[src/rtl/count_run_sched.sv]
// count_run_sched
//
// Round-robin scheduler that shares one external loadable up-counter among
// NREQ requesters. Each grant is one "run". The counter is loaded with the
// winner's start value. It then counts up to all-ones, and the owner gets a
// one-cycle done pulse. If the owner drops its request during LOAD or COUNT,
// the run is cancelled: an abort pulse is issued and no done pulse follows.
//
// Ports
//   clk        system clock, all logic on posedge
//   rst        synchronous active-high reset
//   req        level request per requester, held until done/abort
//   req_start  packed start values, requester i at [i*WIDTH +: WIDTH]
//   cnt_out    current value of the shared counter
//   cnt_in     load value driven to the counter
//   load       counter load strobe
//   enab       counter increment enable
//   gnt        one-hot grant pulse (1 cycle, coincides with LOAD)
//   done       one-hot run-complete pulse (1 cycle, coincides with DONE)
//   abort      run-cancelled pulse (1 cycle, coincides with ABORT)
//   busy       high in any state other than IDLE
//   owner      index of the current/last owner

module count_run_sched #(
    parameter int WIDTH = 5,
    parameter int NREQ  = 4
) (
    input  logic                     clk,
    input  logic                     rst,
    input  logic [NREQ-1:0]          req,
    input  logic [NREQ*WIDTH-1:0]    req_start,
    input  logic [WIDTH-1:0]         cnt_out,
    output logic [WIDTH-1:0]         cnt_in,
    output logic                     load,
    output logic                     enab,
    output logic [NREQ-1:0]          gnt,
    output logic [NREQ-1:0]          done,
    output logic                     abort,
    output logic                     busy,
    output logic [$clog2(NREQ)-1:0]  owner
);

    localparam int          OW     = $clog2(NREQ);
    localparam int unsigned NREQ_U = NREQ;
    localparam logic [WIDTH-1:0] MAX = '1;

    typedef enum logic [2:0] {
        S_IDLE,
        S_LOAD,
        S_COUNT,
        S_DONE,
        S_ABORT
    } state_t;

    state_t            state, state_n;
    logic [OW-1:0]     ptr, ptr_n;
    logic [OW-1:0]     owner_n;
    logic [OW-1:0]     owner_inc;
    logic [OW-1:0]     win;
    logic              found;
    logic [WIDTH-1:0]  start_q, start_n;
    logic [NREQ-1:0]   gnt_n, done_n;
    logic              abort_n;
    logic              at_max;
    logic              cancel;
    logic [2*NREQ-1:0] rot;

    assign at_max    = (cnt_out == MAX);
    assign cancel    = ~req[owner];
    assign owner_inc = (owner == OW'(NREQ - 1)) ? '0 : owner + 1'b1;

    // Rotate the request vector so that bit 0 corresponds to ptr. The first
    // set bit then gives the distance from ptr to the winner.
    assign rot = {req, req} >> ptr;

    always_comb begin
        int unsigned sum;
        found = 1'b0;
        win   = '0;
        sum   = 0;
        for (int unsigned k = 0; k < NREQ_U; k++) begin
            if (!found && rot[k]) begin
                found = 1'b1;
                sum   = 32'(ptr) + k;
                if (sum >= NREQ_U) begin
                    sum = sum - NREQ_U;
                end
                win = OW'(sum);
            end
        end
    end

    // Pulse outputs are registered. Each is therefore set on the edge that
    // enters its state, so it is visible for exactly that state's cycle.
    always_comb begin
        state_n = state;
        ptr_n   = ptr;
        owner_n = owner;
        start_n = start_q;
        gnt_n   = '0;
        done_n  = '0;
        abort_n = 1'b0;
        case (state)
            S_IDLE: begin
                if (found) begin
                    owner_n = win;
                    start_n = req_start[32'(win) * WIDTH +: WIDTH];
                    gnt_n   = NREQ'(1) << win;
                    state_n = S_LOAD;
                end
            end
            S_LOAD: begin
                if (cancel) begin
                    abort_n = 1'b1;
                    state_n = S_ABORT;
                end else begin
                    state_n = S_COUNT;
                end
            end
            S_COUNT: begin
                // Cancellation wins over terminal detection.
                if (cancel) begin
                    abort_n = 1'b1;
                    state_n = S_ABORT;
                end else if (at_max) begin
                    done_n  = NREQ'(1) << owner;
                    state_n = S_DONE;
                end
            end
            S_DONE: begin
                ptr_n   = owner_inc;
                state_n = S_IDLE;
            end
            S_ABORT: begin
                ptr_n   = owner_inc;
                state_n = S_IDLE;
            end
            default: begin
                state_n = S_IDLE;
            end
        endcase
    end

    always_ff @(posedge clk) begin
        if (rst) begin
            state   <= S_IDLE;
            ptr     <= '0;
            owner   <= '0;
            start_q <= '0;
            gnt     <= '0;
            done    <= '0;
            abort   <= 1'b0;
        end else begin
            state   <= state_n;
            ptr     <= ptr_n;
            owner   <= owner_n;
            start_q <= start_n;
            gnt     <= gnt_n;
            done    <= done_n;
            abort   <= abort_n;
        end
    end

    // The counter interface is driven combinationally from the state. enab
    // drops at MAX, so the counter never wraps.
    assign load   = (state == S_LOAD);
    assign enab   = (state == S_COUNT) && !at_max;
    assign cnt_in = start_q;
    assign busy   = (state != S_IDLE);

endmodule

[config.mk]
export PLATFORM = sky130hd
export DESIGN_NAME = count_run_sched
export DESIGN_NICKNAME = d
export VERILOG_FILES = /design/src/rtl/count_run_sched.sv
export SDC_FILE = /design/constraint.sdc
export NUM_CORES = 1
export LEC_CHECK = 0
export CORE_MARGIN = 5
export CORE_UTILIZATION = 40
export DETAILED_ROUTE_END_ITERATION = 6
export HOLD_SLACK_MARGIN = 0.03
export PLACE_DENSITY = 0.79
export REMOVE_ABC_BUFFERS = 1
export SLEW_MARGIN = 20
export SYNTH_ARGS = -nofsm -noshare
export SYNTH_HDL_FRONTEND = slang
export SYNTH_SLANG_ARGS = --single-unit
[constraint.sdc]
create_clock -name clk -period 1.8 [get_ports clk]
set_clock_uncertainty 0.15 [all_clocks]
set_input_delay 0.27 -clock clk [delete_from_list [all_inputs] [get_ports clk]]
set_output_delay 0.27 -clock clk [all_outputs]
set_load 0.02 [all_outputs]
Word level (Yosys, flattened, before mapping)
Index checks and enable logic that the tools add are counted.
{"block": "classes", "add_sub_neg": 8, "n_mul": 1, "order_cmp": 5, "n_eq_ne": 8, "shift": 4, "n_mux": 21, "n_bitwise": 6, "reduce_logical": 17}
{"operator": "20-bit by 6-bit variable part select with 5-bit output", "count": 1}
{"operator": "2-bit two-way mux", "count": 9}
{"operator": "3-bit two-way mux", "count": 4}
{"operator": "3-bit greater-or-equal comparator, second input constant", "count": 3}
{"operator": "3-bit case mux with 3 select lines", "count": 1}
{"operator": "1-bit by 2-bit << shifter with 4-bit output, first input constant", "count": 2}
{"operator": "8-bit by 2-bit >> shifter with 4-bit output", "count": 1}
{"operator": "2-bit by 1-bit subtractor with 2-bit output, second input constant", "count": 4}
{"operator": "2-bit by 2-bit adder with 3-bit output, second input constant", "count": 2}
{"operator": "3-bit by 2-bit == test with 1-bit output, second input constant", "count": 2}
{"operator": "1-bit two-way mux", "count": 6}
{"operator": "1-bit inverter", "count": 6}
{"operator": "2-bit OR reduction", "count": 3}
{"operator": "5-bit == test, second input constant", "count": 1}
{"operator": "2-bit by 3-bit multiplier with 5-bit output, second input constant", "count": 1}
{"operator": "1-bit logical AND", "count": 4}
{"operator": "1-bit logical NOT", "count": 4}
{"operator": "2-bit AND reduction", "count": 2}
{"operator": "4-bit OR reduction", "count": 1}
{"operator": "2-bit by 1-bit adder with 3-bit output, second input constant", "count": 1}
{"operator": "3-bit by 1-bit == test with 1-bit output, second input constant", "count": 1}
{"operator": "3-bit == test, second input constant", "count": 1}
{"operator": "2-bit by 3-bit greater-or-equal comparator with 1-bit output, second input constant", "count": 1}
{"operator": "3-bit logical NOT", "count": 1}
{"operator": "other kinds (8)", "count": 8}
{"block": "totals", "reg_bits": 21, "in_bits": 31, "out_inout_bits": 19, "word_cells": 77}

Longest topological paths before layout
{"block": "logic_depth", "ltp_word": 13, "mapped_depth": 7}

Worst setup path before layout
No wires, ideal clock.
{"block": "synth_path", "path_kind": "flip-flop to flip-flop", "start": "reg owner[0]", "end": "reg state[0]", "setup_time_ps": 116, "arrival_time_ps": 1443, "t_required_ps": 1534, "slack_ps": 91, "path_stages_with_launch": 5, "period_less_slack_ps": 1709, "path_cell_list": "dfxtp_1 > mux4_2 > nand3_2 > a21oi_1 > and3b_1"}
{"block": "synth_between", "elab_chain_len": 4, "word_cells_on_any_way": 6}
{"element": "from (decl)", "line_no": "40", "rtl": "output logic [$clog2(NREQ)-1:0] owner"}
{"element": "from (signal assigned)", "line_no": "156", "rtl": "owner <= owner_n;"}
{"element": "1-bit binary-select mux with 2-bit select (*)", "line_no": "69", "rtl": "assign cancel = ~req[owner];"}
{"element": "1-bit two-way mux (implied by the code) (*)", "line_no": "69"}
{"element": "3-bit two-way mux or 3-bit inequality test (tied branches)"}
{"element": "3-bit case mux with 3 select lines or 2-bit AND reduction (tied branches)"}
{"element": "to (signal assigned)", "line_no": "154", "rtl": "state <= state_n;"}
{"element": "to (decl)", "line_no": "55", "rtl": "state_t state, state_n;"}
Every way passes the cells marked *; elsewhere a longest branch is shown, timed or not. The select of a mux whose other input is x is not followed.
A chain may end at the register's enable or synchronous reset.

Worst setup path in the final report
{"block": "layout_path", "start": "in req[2]", "end": "reg start_q[4] (netlist: cnt_in[4])"}
{"block": "layout_between", "elab_chain_len": 13, "word_cells_on_any_way": 18}
{"element": "from (decl)", "line_no": "30", "rtl": "input logic [NREQ-1:0] req,"}
{"element": "8-bit by 2-bit >> shifter with 4-bit output (*)", "line_no": "74", "rtl": "assign rot = {req, req} >> ptr;"}
{"element": "1-bit two-way mux", "line_no": "82", "rtl": "if (!found && rot[k]) begin"}
{"element": "1-bit logical NOT", "line_no": "82"}
{"element": "1-bit logical AND", "line_no": "82"}
{"element": "1-bit two-way mux", "line_no": "82"}
{"element": "1-bit logical NOT", "line_no": "82"}
{"element": "1-bit logical AND", "line_no": "82"}
{"element": "1-bit two-way mux", "line_no": "82"}
{"element": "1-bit logical NOT", "line_no": "82"}
{"element": "1-bit logical AND", "line_no": "82"}
{"element": "2-bit two-way mux", "line_no": "82"}
{"element": "2-bit by 3-bit multiplier with 5-bit output", "line_no": "107", "rtl": "start_n = req_start[32'(win) * WIDTH +: WIDTH];"}
{"element": "20-bit by 6-bit variable part select with 5-bit output", "line_no": "107"}
{"element": "to (signal assigned)", "line_no": "157", "rtl": "start_q <= start_n;"}
{"element": "to (decl)", "line_no": "61", "rtl": "logic [WIDTH-1:0] start_q, start_n;"}
Every way passes the cells marked *; elsewhere a longest branch is shown, timed or not.

==> results_dict.tcl <==
set metrics [dict create \
    cts_tree "yes" \
    final_core_util 0.670 \
    htreeDepth 1 \
    worstSetupPathType "input pin to register" \
    grt_antenna_before_repair 0 \
    vdd_drop_max_v 0.000605 \
    grt_first_pass_wirelength_um 4520 \
    wl_um 2770 \
    power.total_mw 1.27 \
    cts_buffer_depth 2 \
    maxCapViolCount 0 \
    dp_hpwl_um 2300 \
    end_kind "register" \
    num_io_pins 50 \
    port_buffers 49 \
    avgViaCountPerCell 5.14 \
    ys_types 34 \
    gp_congestion 0.735 \
    startpoint "req[2]" \
    syn_inst 104 \
    relSlewSlack 0.716 \
    cts.sinks 21 \
    cts_buffers 3 \
    dp_slack_ns -0.370 \
    fp.dieArea_um2 3750 \
    vias 1007 \
    ys_seq_area_frac 0.400 \
    drc 0 \
    ys.warnings.count 0 \
    n_antenna_cell 0 \
    arrival_ns 1.77 \
    power_density_nw_per_um2 759 \
    nets 199 \
    hold_viol_final 0 \
    synth.cell_area_um2 1050 \
    r2r_cells 6 \
    fmax_mhz 574 \
    required_ns 1.83 \
    setup.worst_path.start_class "input pin" \
    worstReg2RegEnd "cnt_in[4]$_SDFFE_PP0P_" \
    cts.clk_slew.worst_paths_ns 0.12 \
    min_period_ns 1.74 \
    num_rows 18 \
    fin_ws_ns 0.0587 \
    grt_pass1_vias 1030 \
    die_y_um 61.3 \
    setup_viol 0 \
    yosys_register_bits 21 \
    maxSlewViolCount 0 \
    r2r-start "ptr[1]$_SDFFE_PP0P_" \
    path_max_fanout 7 \
    flow.area_growth_from_synthesis_pct 59.3 \
    r2r_slack_ns 0.09 \
    synth.avg_cell_area_um2 10.1 \
    clk_latency_ns 0.30 \
    grt_max_degree 15 \
    route.detailed.wl_per_inst_um 14.1 \
    track_usage 0.160 \
    cts_root_buf "clkbuf_4" \
    start_util 0.420 \
    drt_iter0_drc 13 \
    drt-pass1-iter-count 4 \
    post_cts_buffers 0 \
    worstSetupEndpoint "cnt_in[4]$_SDFFE_PP0P_" \
    ant_nets 0 \
    leakage_nw 0.676 \
    drive_gt1_frac 0.205 \
    core_region_area_um2 2500 \
    worstHoldPathType "register to register" \
    die_width_um 61.3 \
    outcome "finished clean" \
    rsz0062_at_grt "true" \
    tightest_slew_ns 0.422 \
    overflow 0 \
    period_share 0.967 \
]
logic make-up (layout without fill, tap and decap cells):
logic type / Yosys count / count (layout) / synth area share
AO/OA/AOI/OAI: 14 / 14 / 0.105
XOR/XNOR: 1 / 1 / 0.00833
adder cells (fa/ha/maj): 1 / 1 / 0.0119
buffers and inverters: 9 / 71 / 0.0547
flip-flops: 21 / 21 / 0.400
multiplexers: 16 / 16 / 0.164
AND/OR/NAND/NOR: 42 / 42 / 0.256
how the worst min path moves through the flow:
stage	cells after the start	startpoint	slack [ns]	endpoint
floorplan	1	rst	0.19	owner[0]$_SDFFE_PP0P_
global route	2	cnt_in[1]$_SDFFE_PP0P_	0.42	cnt_in[1]$_SDFFE_PP0P_
finish	2	cnt_in[0]$_SDFFE_PP0P_	0.38	cnt_in[0]$_SDFFE_PP0P_
detailed placement	2	cnt_in[0]$_SDFFE_PP0P_	0.35	cnt_in[0]$_SDFFE_PP0P_
CTS	2	cnt_in[0]$_SDFFE_PP0P_	0.38	cnt_in[0]$_SDFFE_PP0P_
global placement	2	cnt_in[0]$_SDFFE_PP0P_	0.34	cnt_in[0]$_SDFFE_PP0P_
layout by cell type (no fill, tap or decap), types with 2 or more instances in the layout:
master and count:
clkdlybuf4s50_1 42, dfxtp_1 20, nor2_1 15, mux2i_1 13
buf_4 13, a21oi_1 5, nand3b_1 5, nand2_1 4
inv_1 4, o221ai_1 4, nor3_1 3, clkbuf_4 3
dlygate4sd2_1 3, clkbuf_2 3, nor4_1 2, mux2i_2 2
registers in the layout (all words and copies together) (netlist names):
| signal | cells |
|---|---|
| cnt_in | 5 |
| done | 4 |
| gnt | 4 |
| state | 3 |
| owner | 2 |
| ptr | 2 |
| abort | 1 |
worst max-delay path, cell delays in order:
cell	delay, ns
clkdlybuf4s50_1	0.48
or4_4	0.54
nand2b_4	0.15
nor2_8	0.05
nand2b_2	0.15
o221ai_1	0.14
through the flow:
stage,instances,setup TNS [ns],cell area (µm²),hold slack [ns]
after detailed placement,192,-4.29,1650,0.350
after global routing,196,-0.00462,1670,0.417
after floorplan,99,0,1010,0.192
after global placement,192,-3.30,1650,0.335
after CTS,196,0,1680,0.383
final,196,0,1670,0.382
layer usage:
| metal | part of all wire | up-vias | GRT usage |
|---|---|---|---|
| met5 | 0 | - | 0 |
| met4 | 0.014 | 0 | 0.0619 |
| met3 | 0.064 | 4 | 0.0252 |
| met2 | 0.52 | 37 | 0.279 |
| met1 | 0.40 | 466 | 0.196 |
| li1 | - | 500 | - |
what timing repair did:
item	in CTS	in global routing
hold buffers	0	0
setup endpoints to repair	6	8
resized for setup	8	9
gates cloned	0	0
report_power, final:
part,switching [mW],internal [mW]
clock network,0.141,0.0828
logic,0.233,0.268
registers,0.0336,0.511
synthesized netlist by cell type:
cell type	number	share of area
nand2b_1	1	0.0060
nand3b_1	5	0.036
or3_1	1	0.0060
o221ai_2	1	0.014
nor4b_1	1	0.0083
o21ai_0	1	0.0048
nor3b_1	1	0.0071
or4_4	1	0.011
nand3_2	1	0.0095
o221ai_1	4	0.033
mux2i_1	15	0.14
nor4_1	2	0.012
nand2_1	4	0.014
nor2_1	15	0.054
xnor2_1	1	0.0083
nand2b_2	1	0.0083
nand2b_4	1	0.013
dfxtp_1	21	0.40
buf_2	1	0.0048
and4_1	1	0.0083
inv_1	4	0.014
o21ai_1	1	0.0048
a311oi_2	1	0.014
o2bb2a_1	1	0.0095
buf_6	3	0.032
nor3_1	3	0.014
nand2_4	1	0.011
nor2_8	1	0.019
clkbuf_1	1	0.0036
or3_4	1	0.011
mux4_2	1	0.021
a21oi_1	5	0.024
ha_1	1	0.012
and3b_1	1	0.0083
cell type report:
cell class | instances | area, µm²
Clock inverter | 1 | 5.00
Multi-Input combinational cell | 74 | 581
Timing Repair Buffer | 63 | 592
Inverter | 4 | 15.0
Sequential cell | 21 | 422
Fill cell | 211 | 826
Tap cell | 30 | 37.5
Clock buffer | 3 | 22.5
(Power assumes the default switching activity.)
